$ cat config.mk
export PLATFORM = sky130hd
export DESIGN_NAME = cc_transi_sequencer
export DESIGN_NICKNAME = d
export VERILOG_FILES = /design/src/rtl/cc_transi_sequencer.sv
export SDC_FILE = /design/constraint.sdc
export NUM_CORES = 1
export LEC_CHECK = 0
export BUFFER_PORTS_ARGS = -buffer_cell sky130_fd_sc_hd__buf_4
export CORE_ASPECT_RATIO = 1.2
export CORE_MARGIN = 2
export CORE_UTILIZATION = 47
export DETAILED_ROUTE_END_ITERATION = 12
export PLACE_DENSITY = 0.6
export SKIP_LAST_GASP = 1
export SYNTH_ARGS = -nofsm -noshare
export SYNTH_HDL_FRONTEND = slang
export SYNTH_SLANG_ARGS = --single-unit
$ cat constraint.sdc
create_clock -name CC_TRANSEQ_CLOCK_50 -period 2.75 [get_ports CC_TRANSEQ_CLOCK_50]
set_input_delay 0.4125 -clock CC_TRANSEQ_CLOCK_50 [delete_from_list [all_inputs] [get_ports CC_TRANSEQ_CLOCK_50]]
set_output_delay 0.4125 -clock CC_TRANSEQ_CLOCK_50 [all_outputs]
set_load 0.01 [all_outputs]
$ cat src/rtl/cc_transi_sequencer.sv
// Timed select sequencer for the transition output mux: on start it walks
// TRANSI1..TRANSI3, each held STEPS frames of STEP_CYCLES clocks, then pulses done.
module cc_transi_sequencer #(
  parameter int SELECTWIDTH = 2,
  parameter int CYCLEWIDTH  = 24,
  parameter int STEP_CYCLES = 12_500_000,
  parameter int STEPWIDTH   = 3,
  parameter int STEPS       = 8
) (
  input  logic                   CC_TRANSEQ_CLOCK_50,
  input  logic                   CC_TRANSEQ_RESET_InLow,
  input  logic                   CC_TRANSEQ_start_In,
  input  logic                   CC_TRANSEQ_abort_In,
  output logic [SELECTWIDTH-1:0] CC_TRANSEQ_select_OutBUS,
  output logic [STEPWIDTH-1:0]   CC_TRANSEQ_step_OutBUS,
  output logic                   CC_TRANSEQ_busy_Out,
  output logic                   CC_TRANSEQ_done_Out
);

  typedef enum logic [2:0] {S_IDLE, S_T1, S_T2, S_T3, S_DONE} state_e;

  localparam logic [CYCLEWIDTH-1:0] CYC_LAST  = CYCLEWIDTH'(STEP_CYCLES - 1);
  localparam logic [STEPWIDTH-1:0]  STEP_LAST = STEPWIDTH'(STEPS - 1);

  state_e                 state_q, state_d;
  logic [CYCLEWIDTH-1:0]  cyc_q, cyc_d;
  logic [STEPWIDTH-1:0]   step_q, step_d;
  logic [SELECTWIDTH-1:0] select_q, select_d;
  logic                   busy_q, busy_d;
  logic                   done_q, done_d;

  always_ff @(posedge CC_TRANSEQ_CLOCK_50 or negedge CC_TRANSEQ_RESET_InLow) begin
    if (!CC_TRANSEQ_RESET_InLow) begin
      state_q  <= S_IDLE;
      cyc_q    <= '0;
      step_q   <= '0;
      select_q <= '0;
      busy_q   <= 1'b0;
      done_q   <= 1'b0;
    end else begin
      state_q  <= state_d;
      cyc_q    <= cyc_d;
      step_q   <= step_d;
      select_q <= select_d;
      busy_q   <= busy_d;
      done_q   <= done_d;
    end
  end

  // Next state and frame counters; abort overrides everything.
  always_comb begin
    state_d = state_q;
    cyc_d   = cyc_q;
    step_d  = step_q;
    if (CC_TRANSEQ_abort_In) begin
      state_d = S_IDLE;
      cyc_d   = '0;
      step_d  = '0;
    end else begin
      case (state_q)
        S_IDLE: begin
          if (CC_TRANSEQ_start_In) begin
            state_d = S_T1;
            cyc_d   = '0;
            step_d  = '0;
          end
        end
        S_T1, S_T2, S_T3: begin
          if (cyc_q == CYC_LAST) begin
            cyc_d = '0;
            if (step_q == STEP_LAST) begin
              step_d = '0;
              case (state_q)
                S_T1:    state_d = S_T2;
                S_T2:    state_d = S_T3;
                default: state_d = S_DONE;
              endcase
            end else begin
              step_d = step_q + STEPWIDTH'(1);
            end
          end else begin
            cyc_d = cyc_q + CYCLEWIDTH'(1);
          end
        end
        default: begin
          state_d = S_IDLE;
          cyc_d   = '0;
          step_d  = '0;
        end
      endcase
    end
  end

  // Outputs are decoded from the upcoming state so they register in step with it.
  always_comb begin
    select_d = '0;
    busy_d   = 1'b0;
    done_d   = 1'b0;
    case (state_d)
      S_T1: begin
        select_d = SELECTWIDTH'(1);
        busy_d   = 1'b1;
      end
      S_T2: begin
        select_d = SELECTWIDTH'(2);
        busy_d   = 1'b1;
      end
      S_T3: begin
        select_d = SELECTWIDTH'(3);
        busy_d   = 1'b1;
      end
      S_DONE:  done_d = 1'b1;
      default: ;
    endcase
  end

  assign CC_TRANSEQ_select_OutBUS = select_q;
  assign CC_TRANSEQ_step_OutBUS   = step_q;
  assign CC_TRANSEQ_busy_Out      = busy_q;
  assign CC_TRANSEQ_done_Out      = done_q;

endmodule

# ---- Word-level counts from Yosys, hierarchy flattened
# Index checks and enable logic that the tools add are counted.
dict set report op_classes {
  n_addsub 2
  eq_ne 11
  n_mux 18
  reduce_logical 4
}
# operator n
set ops {}
lappend ops {{$mux W24} 3}
lappend ops {{$pmux W24 S2} 1}
lappend ops {{$add A24 B1 Y24 const B} 1}
lappend ops {{$eq A24 B24 Y1 const B} 1}
lappend ops {{$mux W3} 8}
lappend ops {{$pmux W3 S2} 3}
lappend ops {{$eq A3 B2 Y1 const B} 4}
lappend ops {{$eq A3 B1 Y1 const B} 2}
lappend ops {{$eq A3 B3 Y1 const B} 2}
lappend ops {{$ne A3 B3 Y1 const B} 2}
lappend ops {{$pmux W2 S3} 1}
lappend ops {{$reduce_or A3 Y1} 2}
lappend ops {{$add A3 B1 Y3 const B} 1}
lappend ops {{$logic_not A3 Y1} 1}
lappend ops {{$mux W1} 2}
lappend ops {{$reduce_and A2 Y1} 1}
dict set report totals {
  ff_bits 34
  inputBits 4
  out_inout_bits 7
  elab_cells 41
}

# ---- Depth between registers and ports, before layout
dict set report logic_depth {
  depth_word 9
  ltp_mapped 7
  mapped_depth_nobuf 6
}

# ---- Worst setup path after synthesis
# OpenSTA, ideal clock, no wires.
dict set report synth_timing {
  path_type {register to register}
  startpoint {register cyc_q[7]}
  endpoint {register cyc_q[12]}
  setup_ns 0.125
  arrival_time_ns 2.240
  required_ns 2.625
  slack_ns 0.384
  path_stages_with_launch 7
  n_path_buf 1
  synth_period_minus_slack_ns 2.366
  cell_sequence {dfrtp_1 > or4_1 > or4_4 > or3_1 > buf_6 > a21oi_4 > nor2_1}
}
dict set report synth_between {
  elab_chain_len 4
  word_cells_on_any_way 5
  cone_classes {1 x add/sub; 1 x eq/ne; 3 x mux}
}
# element line_no
set synth_lines {}
lappend synth_lines {{start, declared} 26} ;# logic [CYCLEWIDTH-1:0] cyc_q, cyc_d;
lappend synth_lines {{start signal, assigned} 42} ;# cyc_q <= cyc_d;
lappend synth_lines {{$add A24 B1 Y24 / $eq A24 B24 Y1 (equally long branches)} {82, 69}}
lappend synth_lines {{$mux W24 *} 69} ;# if (cyc_q == CYC_LAST) begin
lappend synth_lines {{$pmux W24 S2 *} 60} ;# case (state_q)
lappend synth_lines {{$mux W24 *} 55} ;# if (CC_TRANSEQ_abort_In) begin
# Mark *: on every way between the ends. The rest lies on a longest branch, timed or not.
# A chain may end at the register's enable or synchronous reset.

# ---- Final worst setup path
# Ends and elaborated chain as after synthesis.

==> run_results.csv <==
group,metric,value,unit
die,die_height,72.44,um
global_route,grt_pass1_vias,1559,
clocking,postCtsSetupRepairBufs,0,
clocking,ctsHtreeMaxLevel,2,
detailed_routing,drt_iter0_markers,82,
flow_run,drv_cap,0,
critical_path,reg2reg_depth,6,
global_route,antenna_found_initial,0,
placement,pre_cts_ws,0.2815,ns
layout,regArea,850.8,sq um
die,start_util,49.66,%
pwr,pwr-share-clk,37.7,%
placement,gp_congestion,0.8683,
synth,ys_async_sr_fraction,100.0,%
layout,num-nets-final,216,
pwr,swShare,23.32,%
critical_path,r2r_slack,0.27,ns
sta,layout_worst_path_cycle_share,90.10,%
sta,slew_headroom,54.05,%
sta,worst_pin_slew,0.6862,ns
synth,synthTopCellsByArea,"dfrtp_1 (46%), xnor2_1 (4.8%), nand2_1 (3.3%), nor3_1 (3.0%), a31oi_1 (2.7%)",
clocking,cts_tree,"yes",
global_route,overflow,0,
detailed_routing,drc,0,
synth,synth_cell_types,42,
clocking,cts_max_path_buffers,2,
critical_path,worstPathCellList,"or4_1 -> or4_4 -> or3_1 -> buf_4 -> a21oi_4 -> nor2_1",
global_route,grtUsageTotal,21.60,%
detailed_routing,drt-wirelength-per-cell,15.54,um
die,ios,11,
sta,slew_violations,0,
detailed_routing,viasPerCell,5.897,
detailed_routing,drt_wl_total,4056,um
critical_path,critPathMaxStageDelay,0.58,ns
sta,hold_viol,0,
pwr,vdd_drop_max,244.3,uV
synth,synth_seq_area_share,46.38,%
synth,synth_flop_cell,"dfrtp_1",
synth,synth_edf_count,0,
critical_path,arrival,2.64,ns
sta,min_period,2.478,ns
sta,hold_slack,0.06851,ns
critical_path,required,2.92,ns
clocking,cts_resized,0,
critical_path,cpLargestDelayFamily,"simple AND/OR/NAND/NOR gates",
pwr,p_int,0.6988,mW
pwr,pwr-share-seq,55.8,%
min_path,hp-class,"input pin to async pin",
layout,fill_cells,331,
die,coreArea,0.003694,sq mm
pwr,p_leak,0.8332,nW
global_route,grt_max_degree,35,
detailed_routing,drtAntennaViolNets,0,
synth,post-synth-top-area-cell,"dfrtp_1",
critical_path,cp_max_fo,8,
sta,fmax,403.6,MHz
sta,rsz0062_at_grt,"false",
pwr,cellPowerDensity,439.6,mW/mm^2
critical_path,r2r_end,"cyc_q[12]$_DFFE_PN0P_",
layout,num_antenna_cells,0,
die,die_width,61.03,um
synth,avgSynthCellArea,9.654,sq um
synth,syn_area,0.001834,sq mm
clocking,clock_latency,0.28,ns
synth,synthCells,190,
pwr,p_switching,0.2125,mW
pwr,comb_power_share,6.5,%
clocking,cts_buffers,5,
clocking,hold_buffers,0,
placement,io_buffers,10,
placement,place_hpwl,2881,um
synth,ys_warn_count,0,
critical_path,start_kind,"flip-flop",
synth,synth_seq_cells,34,
pwr,p_total,0.9113,mW
synth,syn-num-nets,197,
clocking,ctsRootBufferMaster,"clkbuf_8",
clocking,clkSinkCount,34,
sta,setup_violations,0,
sta,clock_skew,0.002636,ns
status,status,"finished clean",
detailed_routing,vias,1539,
sta,finalWorstSetupSlack,0.2721,ns
critical_path,critPathKind,"flip-flop to flip-flop",
layout,syn_to_final_growth,13.03,%
critical_path,cp-end-kind,"flip-flop",
layout,drive_gt1_share,13.88,%
critical_path,worst-path-buf-inv,1,
critical_path,cpMaxStageDelayCell,"or4_4",
clocking,clk_pin_slew,0.07,ns
die,placementRows,24,
synth,netlist.area_leader.share,46.38,%
layout,multiInputGateArea,915.9,sq um
global_route,grt_pass1_wl,7189,um
die,dieArea,0.004421,sq mm
detailed_routing,drt_first_pass_iters,4,
sta,setup_tns,0,ns
critical_path,r2r-start,"cyc_q[7]$_DFFE_PN0P_",
through the flow:
stage / instances / utilization, % / cell area (sq um)
after CTS: 261 / 56.13 / 2073
after global placement: 254 / 54.07 / 1997
after detailed placement: 254 / 54.07 / 1997
after floorplan: 190 / - / 1834
final: 261 / 56.13 / 2073
after global routing: 261 / 56.13 / 2073
how the worst max path moves through the flow:
stage | start | to | depth (start not counted) | slack (ns)
floorplan | cyc_q[7]$_DFFE_PN0P_ | cyc_q[12]$_DFFE_PN0P_ | 6 | 0.38
global placement | cyc_q[6]$_DFFE_PN0P_ | cyc_q[13]$_DFFE_PN0P_ | 6 | 0.30
detailed placement | cyc_q[7]$_DFFE_PN0P_ | cyc_q[12]$_DFFE_PN0P_ | 6 | 0.28
CTS | cyc_q[7]$_DFFE_PN0P_ | cyc_q[12]$_DFFE_PN0P_ | 6 | 0.27
global route | cyc_q[7]$_DFFE_PN0P_ | cyc_q[16]$_DFFE_PN0P_ | 6 | 0.15
finish | cyc_q[7]$_DFFE_PN0P_ | cyc_q[12]$_DFFE_PN0P_ | 6 | 0.27
synthesized netlist by cell type (all sizes together) (3+ instances only):
master and n:
a21o 3, a21oi 4, a22o 3, a31oi 8, and4 4, dfrtp 34
ha 3, inv 12, nand2 17, nand2b 3, nand3 8, nand4 5
nor2 14, nor3 12, nor4 5, o21ai 5, o22ai 5, o31ai 4
or3 4, or4 7, xnor2 10
final cells by class:
class                   instances  area share [%]
well taps                      52           3.138
inverters                      12           2.173
repair buffers                 16           5.794
multi-input cells             140           44.18
clock buffers                   7           3.681
flip-flops and latches         34           41.04
worst reg2reg max path: stages (launching register included):
cell     delay (ns)
dfrtp_1        0.41
or4_1          0.50
or4_4          0.58
or3_1          0.40
buf_4          0.16
a21oi_4        0.22
nor2_1         0.08
state kept, by name, indices dropped and copies added, names as in the netlist:
| signal | cells |
|---|---|
| CC_TRANSEQ_step_OutBUS | 3 |
| cyc_q | 24 |
| CC_TRANSEQ_done_Out | 1 |
| CC_TRANSEQ_busy_Out | 1 |
| CC_TRANSEQ_select_OutBUS | 2 |
| state_q | 3 |
logic make-up after synthesis:
logic type               count (synthesis)  share of synthesized area [%]
AO/OA/AOI/OAI                           40                          15.55
XOR/XNOR                                10                          4.775
adder cells (fa/ha/maj)                  3                          2.047
buffers and inverters                   16                          3.683
flip-flops                              34                          46.38
multiplexers                             1                         0.6139
AND/OR/NAND/NOR                         86                          26.94
cell usage in the layout, fill, tap and decap left out, types with 2 or more instances in the layout:
master    count
dfrtp_1      34
nand2_1      16
buf_4        16
nor2_1       13
inv_1        12
nor3_1       11
xnor2_1      10
nand3_1       8
a31oi_1       8
or4_1         6
nand4_1       5
nor4_1        5
o22ai_1       5
clkbuf_8      5
or3_1         4
and4_1        4
o31ai_1       4
a21oi_1       3
a21o_1        3
nand2b_1      3
o21ai_0       3
a22o_1        3
ha_1          3
a211oi_1      2
nor3b_1       2
o21ai_1       2
and3_1        2
a211o_1       2
clkbuf_1      2
metal layers:
metal  GRT usage [%]  routed length [um]  vias to the layer above
li1                -                   -                      746
met3           5.169                 159                        7
met4           8.937                  61                        0
met5               0                   0                        -
met1           28.91                1854                      758
met2           33.10                1980                       28
power by group through the flow:
stage	clock (mW)	sequential [mW]	combinational [mW]
after floorplan	0	0.518	0.0320
after global placement	0	0.518	0.0591
after detailed placement	0	0.518	0.0604
after CTS	0.353	0.508	0.0605
after global routing	0.374	0.509	0.0684
final	0.343	0.509	0.0593
Power figures use the tool's default switching activity.
